$ cat config.mk
export PLATFORM = sky130hd
export DESIGN_NAME = zeroriscy_ex_mc_ctrl
export DESIGN_NICKNAME = d
export VERILOG_FILES = /design/src/rtl/zeroriscy_ex_mc_ctrl_pkg.sv /design/src/rtl/zeroriscy_ex_mc_watchdog.sv /design/src/rtl/zeroriscy_ex_mc_ctrl.sv
export SDC_FILE = /design/constraint.sdc
export NUM_CORES = 1
export LEC_CHECK = 0
export ABC_AREA = 1
export ABC_CLOCK_PERIOD_IN_PS = 2400
export CAP_MARGIN = 20
export CORE_ASPECT_RATIO = 0.6
export CORE_MARGIN = 2
export CORE_UTILIZATION = 38
export CTS_BUF_LIST = sky130_fd_sc_hd__clkbuf_8
export DETAILED_ROUTE_END_ITERATION = 16
export PLACE_DENSITY = 0.92
export SLEW_MARGIN = 15
export SYNTH_ARGS = -nofsm -noshare
export SYNTH_HDL_FRONTEND = slang
export SYNTH_HIERARCHICAL = 1
export SYNTH_SLANG_ARGS = --single-unit
$ cat constraint.sdc
create_clock -name clk -period 2.4 [get_ports clk]
set_input_delay 0.36 -clock clk [delete_from_list [all_inputs] [get_ports clk]]
set_output_delay 0.36 -clock clk [all_outputs]
set_load 0.01 [all_outputs]
$ cat src/rtl/zeroriscy_ex_mc_ctrl_pkg.sv
// Shared types for the EX-stage multi-cycle issue/response controller.
package zeroriscy_ex_mc_ctrl_pkg;

    typedef enum logic [1:0] {
        EXMC_IDLE,
        EXMC_BUSY,
        EXMC_RESP
    } ex_mc_state_e;

    typedef enum logic [1:0] {
        EXMC_ERR_NONE,
        EXMC_ERR_TIMEOUT,
        EXMC_ERR_BAD_UNIT
    } ex_mc_err_e;

endpackage

$ cat src/rtl/zeroriscy_ex_mc_watchdog.sv
// Saturating BUSY-cycle counter; expire flags the last allowed cycle before abort.
module zeroriscy_ex_mc_watchdog #(
    parameter int TIMEOUT = 0
) (
    input  logic clk,
    input  logic rst_n,
    input  logic clear,
    input  logic enable,
    output logic expire
);

    if (TIMEOUT == 0) begin : g_off
        logic unused_wd;
        assign unused_wd = clk ^ rst_n ^ clear ^ enable;
        assign expire    = 1'b0;
    end else begin : g_on
        localparam int CW = $clog2(TIMEOUT + 1);

        logic [CW-1:0] count_q;

        always_ff @(posedge clk or negedge rst_n) begin
            if (!rst_n) begin
                count_q <= '0;
            end else if (clear) begin
                count_q <= '0;
            end else if (enable && (count_q != '1)) begin
                count_q <= count_q + 1'b1;
            end
        end

        assign expire = enable && (count_q == CW'(TIMEOUT - 1));
    end

endmodule

$ cat src/rtl/zeroriscy_ex_mc_ctrl.sv
// Dispatches one op at a time to a multi-cycle unit, registers its result and
// returns it over valid/ready, with flush, watchdog timeout and error reporting.
module zeroriscy_ex_mc_ctrl
    import zeroriscy_ex_mc_ctrl_pkg::*;
#(
    parameter  int NUM_UNITS  = 4,
    parameter  int DATA_WIDTH = 32,
    parameter  int TIMEOUT    = 0,
    localparam int UW         = (NUM_UNITS > 1) ? $clog2(NUM_UNITS) : 1
) (
    input  logic                            clk,
    input  logic                            rst_n,
    input  logic                            issue_valid_i,
    input  logic [UW-1:0]                   issue_unit_i,
    output logic                            issue_ready_o,
    input  logic                            kill_i,
    output logic [NUM_UNITS-1:0]            unit_start_o,
    output logic [NUM_UNITS-1:0]            unit_kill_o,
    input  logic [NUM_UNITS-1:0]            unit_done_i,
    input  logic [NUM_UNITS*DATA_WIDTH-1:0] unit_result_i,
    output logic                            resp_valid_o,
    input  logic                            resp_ready_i,
    output logic [DATA_WIDTH-1:0]           resp_result_o,
    output logic                            resp_err_o,
    output logic                            busy_o,
    output logic                            spurious_o
);

    ex_mc_state_e          state_q, state_d;
    ex_mc_err_e            err_q, err_d;
    logic [UW-1:0]         sel_q, sel_d;
    logic [DATA_WIDTH-1:0] result_q, result_d;

    logic [NUM_UNITS-1:0]  sel_onehot;
    logic [NUM_UNITS-1:0]  issue_onehot;
    logic                  issue_unit_ok;
    logic                  done_sel;
    logic [DATA_WIDTH-1:0] sel_result;
    logic                  wd_clear;
    logic                  wd_expire;

    always_comb begin
        sel_onehot   = '0;
        issue_onehot = '0;
        for (int unsigned k = 0; k < unsigned'(NUM_UNITS); k++) begin
            sel_onehot[k]   = (32'(sel_q) == k);
            issue_onehot[k] = (32'(issue_unit_i) == k);
        end
    end

    assign issue_unit_ok = (32'(issue_unit_i) < unsigned'(NUM_UNITS));
    assign done_sel      = |(unit_done_i & sel_onehot);
    // Only consumed when sel_q names a real unit, so the part-select stays in range.
    assign sel_result    = unit_result_i[32'(sel_q)*DATA_WIDTH +: DATA_WIDTH];

    zeroriscy_ex_mc_watchdog #(
        .TIMEOUT (TIMEOUT)
    ) u_watchdog (
        .clk    (clk),
        .rst_n  (rst_n),
        .clear  (wd_clear),
        .enable (state_q == EXMC_BUSY),
        .expire (wd_expire)
    );

    always_comb begin
        state_d       = state_q;
        sel_d         = sel_q;
        result_d      = result_q;
        err_d         = err_q;
        unit_start_o  = '0;
        unit_kill_o   = '0;
        resp_valid_o  = 1'b0;
        issue_ready_o = 1'b0;
        wd_clear      = 1'b0;

        unique case (state_q)
            EXMC_IDLE: begin
                issue_ready_o = !kill_i;
            end
            EXMC_BUSY: begin
                if (done_sel) begin
                    state_d  = EXMC_RESP;
                    result_d = sel_result;
                    err_d    = EXMC_ERR_NONE;
                end else if (wd_expire) begin
                    unit_kill_o = sel_onehot;
                    state_d     = EXMC_RESP;
                    result_d    = '0;
                    err_d       = EXMC_ERR_TIMEOUT;
                end
            end
            EXMC_RESP: begin
                issue_ready_o = !kill_i && resp_ready_i;
                resp_valid_o  = !kill_i;
                if (resp_ready_i) begin
                    state_d = EXMC_IDLE;
                end
            end
            default: begin
                state_d = EXMC_IDLE;
            end
        endcase

        // Accept overrides the RESP->IDLE return, giving back-to-back issue without a bubble.
        if (issue_valid_i && issue_ready_o) begin
            sel_d    = issue_unit_i;
            wd_clear = 1'b1;
            if (issue_unit_ok) begin
                unit_start_o = issue_onehot;
                state_d      = EXMC_BUSY;
            end else begin
                state_d  = EXMC_RESP;
                result_d = '0;
                err_d    = EXMC_ERR_BAD_UNIT;
            end
        end

        if (kill_i) begin
            state_d     = EXMC_IDLE;
            unit_kill_o = (state_q == EXMC_BUSY) ? sel_onehot : '0;
        end
    end

    always_ff @(posedge clk or negedge rst_n) begin
        if (!rst_n) begin
            state_q  <= EXMC_IDLE;
            sel_q    <= '0;
            result_q <= '0;
            err_q    <= EXMC_ERR_NONE;
        end else begin
            state_q  <= state_d;
            sel_q    <= sel_d;
            result_q <= result_d;
            err_q    <= err_d;
        end
    end

    assign resp_result_o = result_q;
    assign resp_err_o    = (err_q != EXMC_ERR_NONE);
    assign busy_o        = (state_q != EXMC_IDLE);
    assign spurious_o    = |(unit_done_i & ~((state_q == EXMC_BUSY) ? sel_onehot : '0));

endmodule

Yosys cells after proc, flatten, opt, wreduce, memory -nomap -nowiden

Index checks and enable logic that the tools add are counted.

Bits in registers: 36
Bits of input ports: 139
Output and inout port bits: 45
Word-level logic and storage cells: 39

Eq/ne operators: 11
Shift-type cells: 1
Muxes and demuxes: 10
Bitwise operators: 3
Reduce and logical (&&, ||, !) cells: 11

Operators with widths:

| operator                                       | number |
|---|---|
| variable part select 128 x 8 -> 32 bit         | 1 |
| two-way mux 4 bit                              | 3 |
| == test 2 bit (second input constant)          | 5 |
| AND 4 bit                                      | 2 |
| two-way mux 2 bit                              | 4 |
| inequality test 4 bit (second input constant)  | 2 |
| OR reduction 4 bit                             | 2 |
| == test 2 x 1 -> 1 bit (second input constant) | 3 |
| logical NOT 2 bit                              | 3 |
| one-hot mux 2 bit (3 select lines)             | 1 |
| inverter 4 bit                                 | 1 |
| inequality test 3 bit (second input constant)  | 1 |
| AND reduction 3 bit                            | 1 |
| logical AND 1 bit                              | 2 |
| one-hot mux 1 bit (2 select lines)             | 1 |
| AND reduction 2 bit                            | 1 |
| nonzero test 2 bit                             | 1 |
| logical NOT 1 bit                              | 1 |
| two-way mux 1 bit                              | 1 |

Longest topological paths before layout

Gate-level depths: netlist of run 1.

Word-level depth: 7
Depth in mapped cells: 10
Mapped depth without buffers: 9

Modules after synthesis

Netlist of run 1, hierarchy kept.

By module, submodules not included:

| module                   | instances | cells an instance | area an instance (um^2) | seq. area each (um^2) |
|---|---|---|---|---|
| zeroriscy_ex_mc_ctrl     | 1         | 336               | 2419.8                  | 925.9 |
| zeroriscy_ex_mc_watchdog | 1         | 2                 | 11.3                    | 0.0 |

Worst setup path before layout of run 1

Ideal clock, no wire load.

Path kind: register to output
Start: register state_q[0]
End: output port unit_start_o[0]
Arrival time: 1.204 ns
Data required time: 2.040 ns
Path slack: 0.836 ns
Stages on the path, launching flop included: 6
Path buffers: 1
Cells stage by stage: dfrtp_1 -> nor2_1 -> o21a_1 -> nand2_1 -> buf_2 -> nor3_1

Longest elaborated chain between the ends: 4
Elaborated cells between the ends (all ways): 5
Classes of those cells: 1 x eq/ne; 2 x mux; 2 x reduce/logical

RTL lines:

| item                                                      | RTL line                    | source |
|---|---|---|
| start: declaration                                        | zeroriscy_ex_mc_ctrl.sv:29  | `ex_mc_state_e state_q, state_d;` |
| start signal: assignment                                  | zeroriscy_ex_mc_ctrl.sv:132 | `state_q <= state_d;` |
| == test 2 bit / logical NOT 2 bit (equally long branches) | zeroriscy_ex_mc_ctrl.sv:77  | `unique case (state_q)` |
| one-hot mux 1 bit (2 select lines) *                      | zeroriscy_ex_mc_ctrl.sv:77  |  |
| via issue_ready_o                                         | zeroriscy_ex_mc_ctrl.sv:15  | `output logic issue_ready_o,` |
| logical AND 1 bit *                                       | zeroriscy_ex_mc_ctrl.sv:106 | `if (issue_valid_i && issue_ready_o) begin` |
| two-way mux 4 bit *                                       | zeroriscy_ex_mc_ctrl.sv:106 |  |
| end: declaration                                          | zeroriscy_ex_mc_ctrl.sv:17  | `output logic [NUM_UNITS-1:0] unit_start_o,` |

The timed path passes the listed nets; every way through them passes the cells marked *.

Worst setup path in the final report of run 1

Start: register state_q[1]
End: output port unit_kill_o[2]

Longest elaborated chain between the ends: 3

RTL lines:

| item                   | RTL line                                                | source |
|---|---|---|
| == test 2 x 1 -> 1 bit | zeroriscy_ex_mc_ctrl.sv:77, zeroriscy_ex_mc_ctrl.sv:121 |  |
| two-way mux 4 bit      | zeroriscy_ex_mc_ctrl.sv:121                             | `unit_kill_o = (state_q == EXMC_BUSY) ? sel_onehot : '0;` |
| two-way mux 4 bit      | zeroriscy_ex_mc_ctrl.sv:119                             | `if (kill_i) begin` |
| end: declaration       | zeroriscy_ex_mc_ctrl.sv:18                              | `output logic [NUM_UNITS-1:0] unit_kill_o,` |

No other way between the ends.

==> flow_summary.json, run 1 <==
{
  "status": "completed",
  "numCtsBuffers": 5,
  "worst_slew_pin_slew_ps": 843,
  "synth_fp_nets": 476,
  "syn_inst": 337,
  "end_kind": "primary output",
  "cts_hold_buf": 0,
  "hold_viol_final": 0,
  "finalCriticalPeriod_ps": 2290,
  "tns_ps": 0,
  "cts_resized": 0,
  "grt_overflow": 0,
  "postCtsSetupBuffers": 0,
  "dp_hpwl_mm": 7.03,
  "die_w_um": 107,
  "routedWlPerCell_um": 15.0,
  "hold_path.class": "in -> async",
  "drc": 0,
  "path_clk_slew_ps": 80,
  "finalWirelength_mm": 9.01,
  "cp-startpoint": "state_q[1]$_DFFE_PN0P_",
  "worstPathRequired_ps": 2040,
  "worst_slack_ps": 107,
  "die_h_um": 65.9,
  "cp_max_fo": 5,
  "die-area_um2": 7060,
  "yosysWarnings": 6,
  "num_vias": 2992,
  "cts_tree": "done",
  "ios": 184,
  "report.final.slew_viol_count": 0,
  "cts.path.max_buffers": 2,
  "htreeDepth": 2,
  "skew_ps": 8.38,
  "nets": 655,
  "start_util_pct": 39.5,
  "via_per_inst": 4.99,
  "worstPathArrival_ps": 1930,
  "p_leak_uw": 0.00192,
  "stdcell_area_um2": 4400,
  "grt_max_degree": 38,
  "netlist_area_um2": 2430,
  "firstDrtPassIters": 5,
  "core_um2": 6140,
  "start_kind": "register",
  "antenna_cells": 0,
  "finalCritPeriodShare_pct": 95.6,
  "grt_antenna_before_repair": 0,
  "rows": 22,
  "r2r_start": "sel_q[1]$_DFFE_PN0P_",
  "cts-root-buf": "clkbuf_8",
  "total_power_uw": 3160,
  "grt_pass1_wl_mm": 14.2,
  "worstSetupPathType": "reg -> out",
  "drive_above_1_share_pct": 5.81,
  "slew_headroom_pct": 43.8,
  "areaGrowthSynthToFinish_pct": 81.4,
  "postSynthAreaPerCell_um2": 7.20,
  "dpl_worst_slack_ps": 114,
  "grt_pass1_vias": 3108,
  "clock.fmax_mhz": 436,
  "clock-sinks": 37,
  "setup_viol": 0,
  "grt_usage_pct": 25.5,
  "drv_cap": 0,
  "place_area_um2": 4310,
  "drt-initial-drc-count": 126,
  "final_core_util_pct": 71.7,
  "cellPowerDensity_nw_per_um2": 718,
  "worstSkewPairLatency_ps": 280,
  "io_buffers": 183,
  "peakVddDrop_mv": 0.373,
  "place_congestion": 0.850,
  "ant_nets": 0
}
report_power, final:
group | internal (uW) | switching (uW)
sequential | 870 | 161
clock | 224 | 211
combinational | 913 | 784
total | 2010 | 1160
registers in the layout (all words and copies together) (netlist names):
signal and count:
state_q 2, err_q 1, resp_result_o 32, sel_q 2
layout by cell type, fill, tap and decap left out, types with 2 or more instances in the layout:
master and instances:
o21ai_0 4, nor2_2 2, nor3_1 6, inv_2 4, a22oi_1 46, clkbuf_8 6, dlymetal6s2s_1 2, nor2_4 3
o21ai_1 30, inv_1 42, nor2_1 7, nand4_1 10, clkdlybuf4s50_1 180, buf_4 10, nand2_1 115, dfrtp_1 36
nand3_1 4, a21oi_1 2
path summary, 6_finish.rpt:
kind	to	cells past startpoint	slack [ps]
setup / recovery	unit_kill_o[2]	6	110
hold / removal	resp_result_o[31]$_DFFE_PN0P_	1	170
setup reg to reg	resp_result_o[23]$_DFFE_PN0P_	9	310
hold reg to reg	err_q[0]$_DFFE_PN0P_	2	520
max in group asynchronous	sel_q[0]$_DFFE_PN0P_	1	1640
min in group clk	err_q[0]$_DFFE_PN0P_	2	520
routing by layer:
metal / global-route usage (%) / routed length (um) / vias up
li1: - / - / 1472
met1: 28.8 / 3520 / 1371
met2: 47.6 / 4520 / 139
met3: 8.08 / 894 / 10
met4: 5.19 / 87 / 0
met5: 0 / 0 / -
per-stage QoR:
| stage | hold slack, ps | cells |
|---|---|---|
| final | 170 | 600 |
| after global routing | 250 | 600 |
| after CTS | 209 | 600 |
| after detailed placement | 513 | 593 |
| after global placement | 498 | 593 |
| after floorplan | 64.4 | 337 |
critical path: stages, from the launching register on:
cell	delay (ps)
dfrtp_1	440
nor2_4	190
inv_2	100
nor3_1	150
inv_1	70
nor2_1	130
clkdlybuf4s50_1	570
layout make-up:
cell class                 count  area [um2]
timing repair buffer         194        1930
fill                         483        1730
multi-input combinational    233        1190
sequential                    37         927
inverter                      45         169
tap                           84         105
clock buffer                   6        82.6
clock inverter                 1        3.75
Power figures use the tool's default switching activity.
==> run 2, diff against run 1 <==
--- a/config.mk
+++ b/config.mk
@@ -10,12 +10,11 @@
 export CAP_MARGIN = 20
 export CORE_ASPECT_RATIO = 0.6
 export CORE_MARGIN = 2
-export CORE_UTILIZATION = 38
+export CORE_UTILIZATION = 41
 export CTS_BUF_LIST = sky130_fd_sc_hd__clkbuf_8
 export DETAILED_ROUTE_END_ITERATION = 16
 export PLACE_DENSITY = 0.92
 export SLEW_MARGIN = 15
 export SYNTH_ARGS = -nofsm -noshare
 export SYNTH_HDL_FRONTEND = slang
-export SYNTH_HIERARCHICAL = 1
 export SYNTH_SLANG_ARGS = --single-unit
==> flow_summary.json, run 2 <==
{
  "power_frac_clock_pct": 13.1,
  "report.final.slew_viol_count": 0,
  "finalCriticalPeriod_ps": 2310,
  "netlist_area_um2": 2890,
  "clock-sinks": 36,
  "synth-seq-area-share_pct": 31.1,
  "end_kind": "primary output",
  "crit_chain": "clkdlybuf4s50_1 -> nor2_2 -> nand3_2 -> inv_1 -> nand2_1 -> nor2_1 -> clkdlybuf4s50_1",
  "p_sw_uw": 1410,
  "ios": 184,
  "met1_usage_pct": 30.0,
  "start_kind": "input pin",
  "clock.fmax_mhz": 434,
  "drc": 0,
  "slew_headroom_pct": 45.0,
  "antenna_cells": 0,
  "postSynthAreaPerCell_um2": 5.65,
  "firstDrtPassIters": 5,
  "crit_family": "buffers and inverters",
  "rows": 23,
  "worst_slew_pin_slew_ps": 822,
  "start_util_pct": 42.8,
  "hold_path.class": "in -> async",
  "path_buf_inv": 3,
  "setup_viol": 0,
  "synth_cell_type_count": 18,
  "yosysWarnings": 0,
  "status": "completed",
  "grt_use_met3_pct": 7.48,
  "grt_antenna_before_repair": 0,
  "htreeDepth": 2,
  "postCtsSetupBuffers": 0,
  "via_per_inst": 4.78,
  "final_common_cell": "nand2_1",
  "async_reset_ff_share_pct": 100,
  "cts_resized": 0,
  "nets": 817,
  "rsz0062_at_grt": "false",
  "whs_ps": 176,
  "ys_ff_latch": 36,
  "numCtsBuffers": 5,
  "io_buffers": 182,
  "grt_usage_pct": 24.9,
  "num_vias": 3661,
  "drv_cap": 0,
  "ys.flop_type": "dfrtp_1",
  "routedWlPerCell_um": 12.6,
  "yosysMostFrequentCell": "nand2_1",
  "grt_pass1_vias": 3391,
  "met2_usage_pct": 44.9,
  "place_congestion": 0.790,
  "worstSkewPairLatency_ps": 270,
  "dp_hpwl_mm": 7.49,
  "grt_overflow": 0,
  "crit_top_cell": "clkdlybuf4s50_1",
  "most-common-layout-cells": "367 x nand2_1, 180 x clkdlybuf4s50_1, 38 x nand3_1",
  "skew_ps": 3.02,
  "ant_nets": 0,
  "pwr-share-comb_pct": 58.0,
  "grt_max_degree": 39,
  "syn_inst": 512,
  "synth_area_leaders": "nand2_1 48%, dfrtp_1 31%, nand3_1 6.7%",
  "cts-root-buf": "clkbuf_8",
  "areaGrowthSynthToFinish_pct": 64.9,
  "finalWirelength_mm": 9.68,
  "drive_above_1_share_pct": 4.12,
  "cts.path.max_buffers": 2,
  "cp_max_fo": 5,
  "grt_pass1_wl_mm": 16.0,
  "busiest_layer": "met2",
  "die-area_um2": 7770,
  "worstPathArrival_ps": 1950,
  "internal-power_uw": 2050,
  "cts_tree": "done",
  "synth_commonest_cells": "367 x nand2_1, 39 x nand3_1, 36 x dfrtp_1",
  "peakVddDrop_mv": 0.363,
  "worstSetupPathType": "in -> out",
  "die_h_um": 69.1,
  "yosysTopAreaCellShare_pct": 47.6,
  "synth_fp_nets": 651,
  "path_clk_slew_ps": 70,
  "p_seq_share_pct": 28.9,
  "fillers": 593,
  "cellPowerDensity_nw_per_um2": 727,
  "finalCritPeriodShare_pct": 96.1,
  "drt-initial-drc-count": 166,
  "p_leak_uw": 0.00253,
  "tns_ps": 0,
  "switching_share_pct": 40.8,
  "core_um2": 6760,
  "synth-edff-count": 0,
  "largest_reg_flops": 32,
  "worstPathRequired_ps": 2040,
  "die_w_um": 112,
  "synth_top_area_cell": "nand2_1",
  "cp_slowest_stage_delay_ps": 550,
  "hold_viol_final": 0,
  "cts_hold_buf": 0,
  "critical_path.slowest_cell": "clkdlybuf4s50_1"
}
[run 2: cell types whose count changed in the layout (fill, tap and decap cells not counted), sizes merged, moves of 2 or more]
cell / before / now
nor2: 13 / 8
a21oi: 2 / 0
o21ai: 35 / 7
nand4: 10 / 1
a22oi: 46 / 0
buf: 12 / 10
nand3: 4 / 39
inv: 46 / 13
nand2: 115 / 371
[run 2: path summary, 6_finish.rpt]
path	depth (start not counted)	from	to	slack [ps]
max in group asynchronous	1	rst_n	sel_q[0]$_DFFE_PN0P_	1670
worst max-delay path	7	kill_i	unit_start_o[1]	90
min in group clk	2	resp_result_o[7]$_DFFE_PN0P_	resp_result_o[7]$_DFFE_PN0P_	470
worst min-delay path	1	rst_n	state_q[1]$_DFFE_PN0P_	180
worst max register to register	6	sel_q[0]$_DFFE_PN0P_	resp_result_o[5]$_DFFE_PN0P_	460
worst min register to register	2	resp_result_o[7]$_DFFE_PN0P_	resp_result_o[7]$_DFFE_PN0P_	470
[run 2: layout make-up]
type                       count  area (um2)  area share (%)
clock buffer                   7        96.3            2.02
clock inverter                 1        3.75          0.0787
inverter                      12        50.0            1.05
multi-input combinational    432        1720            36.1
sequential                    36         902            18.9
tap                           87         109            2.28
timing repair buffer         191        1890            39.6
[run 2: cell families after synthesis]
kind of cell / count (synthesis) / synth area share, %
AO/OA/AOI/OAI: 7 / 1.60
buffers and inverters: 44 / 9.60
flip-flops: 36 / 31.1
other: 1 / 0.130
AND/OR/NAND/NOR: 424 / 57.5
[run 2: power groups by stage]
stage	Combinational [uW]	Clock, uW	Sequential (uW)
floorplan	1020	0	1090
global placement	1970	0	993
detailed placement	2020	0	1010
CTS	2030	467	1000
global route	2250	504	1030
finish	2010	452	1000
[run 2: worst register-to-register path: cells and delay by family (launching register included)]
family / cells / cell delay [ps]
buffers and inverters: 1 / 270
AOI/OAI and AO/OA: 1 / 670
and+or+nand+nor: 4 / 490
DFF: 1 / 450
[run 2: per-layer routing]
| layer | up-vias | routed length (um) | part of all wire (%) |
|---|---|---|---|
| li1 | 1884 | - | - |
| met1 | 1630 | 4030 | 42 |
| met2 | 141 | 4700 | 49 |
| met3 | 6 | 880 | 9.1 |
| met4 | 0 | 73 | 0.75 |
| met5 | - | 0 | 0 |
[run 2: stage by stage]
stage	cells	power [uW]	cell area (um2)	utilization, %	setup slack, ps
floorplan	512	2110	2890	-	883
global placement	758	2960	4660	68.9	93.3
detailed placement	758	3030	4660	68.9	17.5
CTS	766	3500	4760	70.4	8.56
global route	766	3780	4770	70.5	0.0282
finish	766	3470	4770	70.5	94.0
==> run 3, diff against run 2 <==
--- a/config.mk
+++ b/config.mk
@@ -10,11 +10,11 @@
 export CAP_MARGIN = 20
 export CORE_ASPECT_RATIO = 0.6
 export CORE_MARGIN = 2
-export CORE_UTILIZATION = 41
+export CORE_UTILIZATION = 38
 export CTS_BUF_LIST = sky130_fd_sc_hd__clkbuf_8
 export DETAILED_ROUTE_END_ITERATION = 16
-export PLACE_DENSITY = 0.92
-export SLEW_MARGIN = 15
+export PLACE_DENSITY = 0.86
 export SYNTH_ARGS = -nofsm -noshare
 export SYNTH_HDL_FRONTEND = slang
+export SYNTH_HIERARCHICAL = 1
 export SYNTH_SLANG_ARGS = --single-unit
==> flow_summary.json, run 3 (synthesis results as in run 1) <==
{
  "ant_nets": 0,
  "cellPowerDensity_nw_per_um2": 738,
  "antenna_cells": 0,
  "worstSkewPairLatency_ps": 280,
  "clock-sinks": 37,
  "finalWirelength_mm": 8.82,
  "hold_path.class": "in -> async",
  "drc": 0,
  "grt_use_met3_pct": 6.60,
  "setup_viol": 0,
  "tns_ps": 0,
  "worstPathArrival_ps": 1910,
  "grt_pass1_wl_mm": 13.9,
  "finalCriticalPeriod_ps": 2270,
  "place_congestion": 0.861,
  "p_leak_uw": 0.00199,
  "final_common_cell": "clkdlybuf4s50_1",
  "slew_headroom_pct": 44.3,
  "status": "completed",
  "grt_max_degree": 38,
  "htreeDepth": 2,
  "routedWlPerCell_um": 14.7,
  "drv_cap": 0,
  "largest_reg_flops": 32,
  "busiest_layer": "met2",
  "worstSetupPathType": "reg -> out",
  "fillers": 479,
  "hold_viol_final": 0,
  "die_h_um": 65.9,
  "io_buffers": 183,
  "worstPathRequired_ps": 2040,
  "cts_tree": "done",
  "cts_hold_buf": 0,
  "core_um2": 6140,
  "die_w_um": 107,
  "clock.fmax_mhz": 440,
  "reg2regPathDepth": 8,
  "cts-root-buf": "clkbuf_8",
  "cp_max_fo": 7,
  "cp_slowest_stage_delay_ps": 590,
  "whs_ps": 173,
  "die-area_um2": 7060,
  "peakVddDrop_mv": 0.397,
  "finalCritPeriodShare_pct": 94.7,
  "grt_usage_pct": 25.2,
  "report.final.slew_viol_count": 0,
  "rsz0062_at_grt": "false",
  "grt_overflow": 0,
  "path_clk_slew_ps": 80,
  "nets": 656,
  "worst_slew_pin_slew_ps": 836,
  "drive_above_1_share_pct": 6.18,
  "most-common-layout-cells": "178 x clkdlybuf4s50_1, 115 x nand2_1, 46 x a22oi_1",
  "drt-initial-drc-count": 256,
  "grt_pass1_vias": 2855,
  "grt_antenna_before_repair": 0,
  "areaGrowthSynthToFinish_pct": 83.9,
  "met1_usage_pct": 31.4,
  "start_util_pct": 39.5,
  "skew_ps": 6.11,
  "ios": 184,
  "end_kind": "primary output",
  "start_kind": "register",
  "via_per_inst": 4.90,
  "cts.path.max_buffers": 2,
  "firstDrtPassIters": 4,
  "num_vias": 2948,
  "met2_usage_pct": 44.1,
  "dp_hpwl_mm": 6.80,
  "critical_path.slowest_cell": "dfrtp_1",
  "crit_chain": "inv_2 -> nor3_1 -> inv_1 -> nand2_1 -> nand4_1 -> clkdlybuf4s50_1",
  "numCtsBuffers": 5,
  "rows": 22
}
-- run 3: worst paths after layout --
path | from | end | slack [ps]
max in group asynchronous | rst_n | resp_result_o[8]$_DFFE_PN0P_ | 1690
min | rst_n | resp_result_o[22]$_DFFE_PN0P_ | 170
min in group clk | err_q[0]$_DFFE_PN0P_ | err_q[0]$_DFFE_PN0P_ | 520
max reg2reg | sel_q[1]$_DFFE_PN0P_ | resp_result_o[25]$_DFFE_PN0P_ | 560
max | sel_q[1]$_DFFE_PN0P_ | spurious_o | 130
min reg2reg | err_q[0]$_DFFE_PN0P_ | err_q[0]$_DFFE_PN0P_ | 520
-- run 3: report_power, final --
part	switching (uW)	internal (uW)	total [uW]
combinational	786	928	1710
clock	218	335	553
sequential	157	869	1030
-- run 3: repair_timing --
item / in CTS / in global routing
gates resized for setup: 0 / 6
setup buffers: 0 / 2
hold endpoints to repair: 0 / 0
setup endpoints to repair: 0 / 7
-- run 3: metal layers --
layer / wire (um) / vias up
met5: 0 / -
met4: 72 / 0
met3: 763 / 6
met2: 4260 / 128
met1: 3730 / 1340
li1: - / 1474
-- run 3: critical path: cells and delay by family (launching register included) --
kind | cells | cell delay, ps
buffers and inverters | 3 | 680
DFF | 1 | 590
and+or+nand+nor | 3 | 370
-- run 3: layout make-up --
cell class / instances / area, um2 / area share (%)
clock buffers: 6 / 82.6 / 1.85
clock inverters: 2 / 33.8 / 0.757
inverters: 45 / 169 / 3.78
multi-input cells: 233 / 1190 / 26.8
flip-flops and latches: 37 / 926 / 20.7
well taps: 84 / 105 / 2.35
repair buffers: 195 / 1950 / 43.7
-- run 3: per-stage QoR --
| stage | util (%) | cells | total power [uW] | instance area (um2) | setup slack (ps) |
|---|---|---|---|---|---|
| after CTS | 72.1 | 600 | 3300 | 4430 | 42.6 |
| after floorplan | - | 337 | 1800 | 2430 | 842 |
| final | 72.7 | 602 | 3290 | 4460 | 126 |
| after global routing | 72.7 | 602 | 3520 | 4460 | 4.48 |
| after global placement | 70.2 | 592 | 2700 | 4310 | 123 |
| after detailed placement | 70.2 | 592 | 2740 | 4310 | 52.9 |
==> variant 1, RTL diff (flow settings as in run 2) <==
Re-encode `ex_mc_state_e` (3 states) as one-hot, 3 bits wide.
--- a/src/rtl/zeroriscy_ex_mc_ctrl_pkg.sv
+++ b/src/rtl/zeroriscy_ex_mc_ctrl_pkg.sv
@@ -1,10 +1,10 @@
 // Shared types for the EX-stage multi-cycle issue/response controller.
 package zeroriscy_ex_mc_ctrl_pkg;
 
-    typedef enum logic [1:0] {
-        EXMC_IDLE,
-        EXMC_BUSY,
-        EXMC_RESP
+    typedef enum logic [2:0] {
+        EXMC_IDLE = 3'b001,
+        EXMC_BUSY = 3'b010,
+        EXMC_RESP = 3'b100
     } ex_mc_state_e;
 
     typedef enum logic [1:0] {
Check against the original RTL: no difference found for any inputs over 10 cycles, from zero or initial values and one cycle with rst_n low; not proved beyond that.
==> variant 1 against run 2 <==
- count of clock-buffer cells in the layout stayed put
- sequential share of layout area grew 1.9 points
- design area fell by 6.8%
- non-clock buffer count up 2
- cell count fell by 21%
- wire length decreased by 6.4%
- die area fell by 14%
- setup slack better by 0.043 ns
- synthesized cell count fell by 32%
- total power rose by 30%
- area after synthesis decreased by 15%
- sequential cell count increased by 1
- hold slack got worse by 0.011 ns
- critical path type is now reg2out
- critical endpoint unchanged
- largest power group unchanged
==> variant 1: results <==
{
  "max_stage_delay_ns": 0.59,
  "yosysMostFrequentCell": "nand2_1",
  "min_path_type": "in2async",
  "synth_nets": 489,
  "synthFlopType": "dfrtp_1",
  "grt_max_degree": 65,
  "path_max_fanout": 5,
  "slew_violations": 0,
  "dp_hpwl_mm": 6.97,
  "grt.total_usage_pct": 27.2,
  "p_int_mw": 2.52,
  "grt_pass1_wl_mm": 14.4,
  "vias": 3134,
  "leakage_nw": 1.90,
  "numCtsBuffers": 5,
  "drive_gt1_share_pct": 9.66,
  "fin_skew_ns": 0.00400,
  "whs_ns": 0.165,
  "status": "complete, no violations",
  "slew_headroom_pct": 46.2,
  "dr.pass1.iters": 5,
  "regToRegStartpoint": "sel_q[1]",
  "slowest_stage": "dfstp_2",
  "vdd_drop_max_v": 0.000553,
  "routabilityCongestion": 0.906,
  "seq_area_frac_synth_pct": 37.5,
  "netlist_top_cells_count": "nand2_1, nand3_1, a21oi_1, nor2_1, dfrtp_1",
  "period_minus_slack_ns": 2.26,
  "cp.arrival_ns": 1.90,
  "first_iter_violations": 176,
  "synth.distinct_cells": 22,
  "ff2ff_path_depth": 9,
  "routedWlPerCell_microns": 14.9,
  "cts.path.max_buffers": 2,
  "synthTopCellsByArea": "dfrtp_1, nand3_1, nand2_1",
  "insertion_delay_ns": 0.28,
  "fin_nets": 666,
  "r2r_setup_slack_ns": 0.48,
  "io_buffers": 182
}
==> variant 1: cell types whose count changed in the layout (fill, tap and decap cells not counted), moves of 3 or more <==
cell,change
clkdlybuf4s50_1,-3
nand3_1,+32
a21oi_1,+43
nor2_1,+31
a21oi_2,+21
nand2_1,-282
inv_2,+3
==> variant 1: how the worst max path moves through the flow <==
| stage | slack (ns) | startpoint | to |
|---|---|---|---|
| global route | 0.0004 | state_q[0] | unit_start_o[1] |
| CTS | 0.05 | state_q[0] | unit_start_o[3] |
| finish | 0.14 | state_q[0] | unit_start_o[1] |
| floorplan | 0.68 | state_q[0] | unit_start_o[1] |
| detailed placement | -0.11 | kill_i | unit_start_o[1] |
| global placement | 0.04 | kill_i | unit_start_o[2] |
==> variant 1: logic make-up (layout without fill, tap and decap cells) <==
| kind of cell | count (synthesis) | in the layout | synth area share (%) |
|---|---|---|---|
| and+or+nand+nor | 206 | 206 | 37.0 |
| AOI/OAI and AO/OA | 71 | 71 | 17.6 |
| DFF | 37 | 37 | 37.5 |
| buffers and inverters | 35 | 213 | 7.75 |
| other | 1 | 1 | 0.152 |
==> variant 1: stage by stage <==
stage               total power [mW]  cells  setup WS (ns)  instance area [sq um]  setup TNS (ns)
finish                          4.50    608          0.137                   4450               0
floorplan                       2.76    350          0.681                   2470               0
global route                    4.87    608       0.000387                   4450               0
global placement                3.94    600         0.0398                   4340               0
CTS                             4.52    608         0.0508                   4440               0
detailed placement              4.03    600         -0.108                   4340          -0.168
==> variant 1: cell type report <==
type,instances,area (sq um)
Inverter,12,45.0
Sequential cell,37,927
Tap cell,80,100
Multi-Input combinational cell,278,1360
Clock buffer,7,96.3
Clock inverter,1,5.00
Fill cell,409,1260
Timing Repair Buffer,193,1910
==> variant 1: metal layers <==
layer | up-vias | track usage, % | routed length, microns
li1 | 1526 | - | -
met1 | 1436 | 31.0 | 3630
met2 | 155 | 49.9 | 4400
met3 | 17 | 8.88 | 854
met4 | 0 | 6.76 | 170
met5 | - | 0 | 0
==> variant 1: critical path, delay by kind of cell (launching register included) <==
kind / cells / cell delay [ns]
DFF: 1 / 0.59
and+or+nand+nor: 6 / 0.63
buffers and inverters: 3 / 0.39
==> variant 1: power by group through the flow <==
| stage | Combinational (mW) | Clock, mW | Sequential, mW |
|---|---|---|---|
| 2_1_floorplan | 1.51 | 0 | 1.25 |
| 3_3_place_gp | 2.81 | 0 | 1.13 |
| 3_5_place_dp | 2.89 | 0 | 1.14 |
| 4_1_cts | 2.90 | 0.487 | 1.13 |
| 5_1_grt | 3.18 | 0.513 | 1.17 |
| 6_report | 2.89 | 0.478 | 1.14 |
==> variant 1: timing repair <==
action,CTS,global route
endpoints found under the setup margin,3,2
pin swaps,0,0
setup buffers,0,0
hold buffers,0,0
cloned,0,0
resized for setup,5,4
==> variant 2, RTL diff (config.mk and constraints of run 2) <==
Made on the original files. `NUM_UNITS`: 4 -> 8.
--- a/src/rtl/zeroriscy_ex_mc_ctrl.sv
+++ b/src/rtl/zeroriscy_ex_mc_ctrl.sv
@@ -3,7 +3,7 @@
 module zeroriscy_ex_mc_ctrl
     import zeroriscy_ex_mc_ctrl_pkg::*;
 #(
-    parameter  int NUM_UNITS  = 4,
+    parameter  int NUM_UNITS  = 8,
     parameter  int DATA_WIDTH = 32,
     parameter  int TIMEOUT    = 0,
     localparam int UW         = (NUM_UNITS > 1) ? $clog2(NUM_UNITS) : 1
Ports: changed (5 resized); port bits go from 184 to 325. The function was not compared with the original's and may differ.
==> variant 2 against run 2 <==
- area after synthesis grew 62%
- total power grew 64%
- sequential cell count grew 1
- design area grew 69%
- setup slack gained 0.033 ns
- combinational power grew 100%
- largest cell class unchanged
- sequential power grew 12%
- count of clock-buffer cells in the layout shrank 2
- wire length grew 110%
==> variant 2: results <==
{
  "pre_cts_ws_ns": -0.0471,
  "insertion_delay_ns": 0.30,
  "grt_pass1_wl_mm": 30.9,
  "vias_per_cell": 4.89,
  "power_frac_clock_pct": 9.7,
  "clk_pin_slew_ns": 0.09,
  "ff2ff_path_depth": 9,
  "netlist_top_cells_count": "nand2_1, nand3_1, dfrtp_1, buf_2, buf_4",
  "dp_hpwl_mm": 15.7,
  "cts-resized-gates": 3,
  "drive_gt1_share_pct": 3.67,
  "r2r_setup_slack_ns": 0.18,
  "worstMarginPinSlew_ns": 0.832,
  "fin_nets": 1524,
  "n_all_buffers": 345,
  "status": "complete, no violations",
  "n_fill_cell": 974,
  "antenna_found_initial": 0,
  "seq_power_share_pct": 19.7,
  "seq_area_frac_synth_pct": 19.8,
  "synth-compound-area-share_pct": 0.802,
  "multi_input_area_sq_mm": 0.00332,
  "io_buffers": 323,
  "max_stage_delay_ns": 0.54,
  "fin_skew_ns": 0.00898,
  "vdd_drop_max_v": 0.000469,
  "synth.distinct_cells": 25,
  "buf_share_pct": 42.8,
  "cts_setup_buffers": 2,
  "dr.pass1.iters": 6,
  "inverters": 13,
  "wirelength_mm": 20.2,
  "first_iter_violations": 517,
  "power_switching_mw": 2.79,
  "synthTopCellsByArea": "nand2_1, dfrtp_1, nand3_1",
  "crit_end": "unit_kill_o[2]",
  "r2r_end": "resp_result_o[3]",
  "grt.total_usage_pct": 31.8,
  "seq_cells": 37,
  "routabilityCongestion": 0.950,
  "grt_max_degree": 123,
  "cp.arrival_ns": 1.91,
  "switching_share_pct": 48.9,
  "leakage_nw": 4.45,
  "synth_nets": 1235,
  "regToRegStartpoint": "sel_q[2]",
  "grt_pass1_vias": 6074,
  "fmax_ghz": 0.440,
  "multi_input_cells": 850,
  "clk_share_pct": 1.43,
  "seqCellArea_sq_um": 932
}
-- variant 2: cell types whose count changed after synthesis, moves of 4 or more --
cell | run 2 | this run
nand2_1 | 367 | 761
buf_2 | 8 | 31
nor2_1 | 8 | 16
buf_4 | 10 | 17
buf_1 | 0 | 5
nand3_1 | 39 | 44
nor2_2 | 0 | 5
nand4_1 | 1 | 5
-- variant 2: per-layer routing --
layer	GRT usage, %	share of wire [%]
met1	44.2	45
met3	7.35	8.3
met5	0	0
met4	8.55	2.3
met2	50.0	44
-- variant 2: stage by stage --
stage,hold WS (ns),util [%],instance area (sq um),instances
5_1_grt,0.233,71.7,8050,1397
2_1_floorplan,0.0644,-,4680,963
3_5_place_dp,0.459,70.0,7850,1382
3_3_place_gp,0.456,70.0,7850,1382
4_1_cts,0.172,71.2,7990,1392
6_report,0.148,71.7,8050,1397
-- variant 2: cell families after synthesis --
group	Yosys count
AO/OA/AOI/OAI	7
buffers and inverters	76
flip-flops	37
other	1
AND/OR/NAND/NOR	842
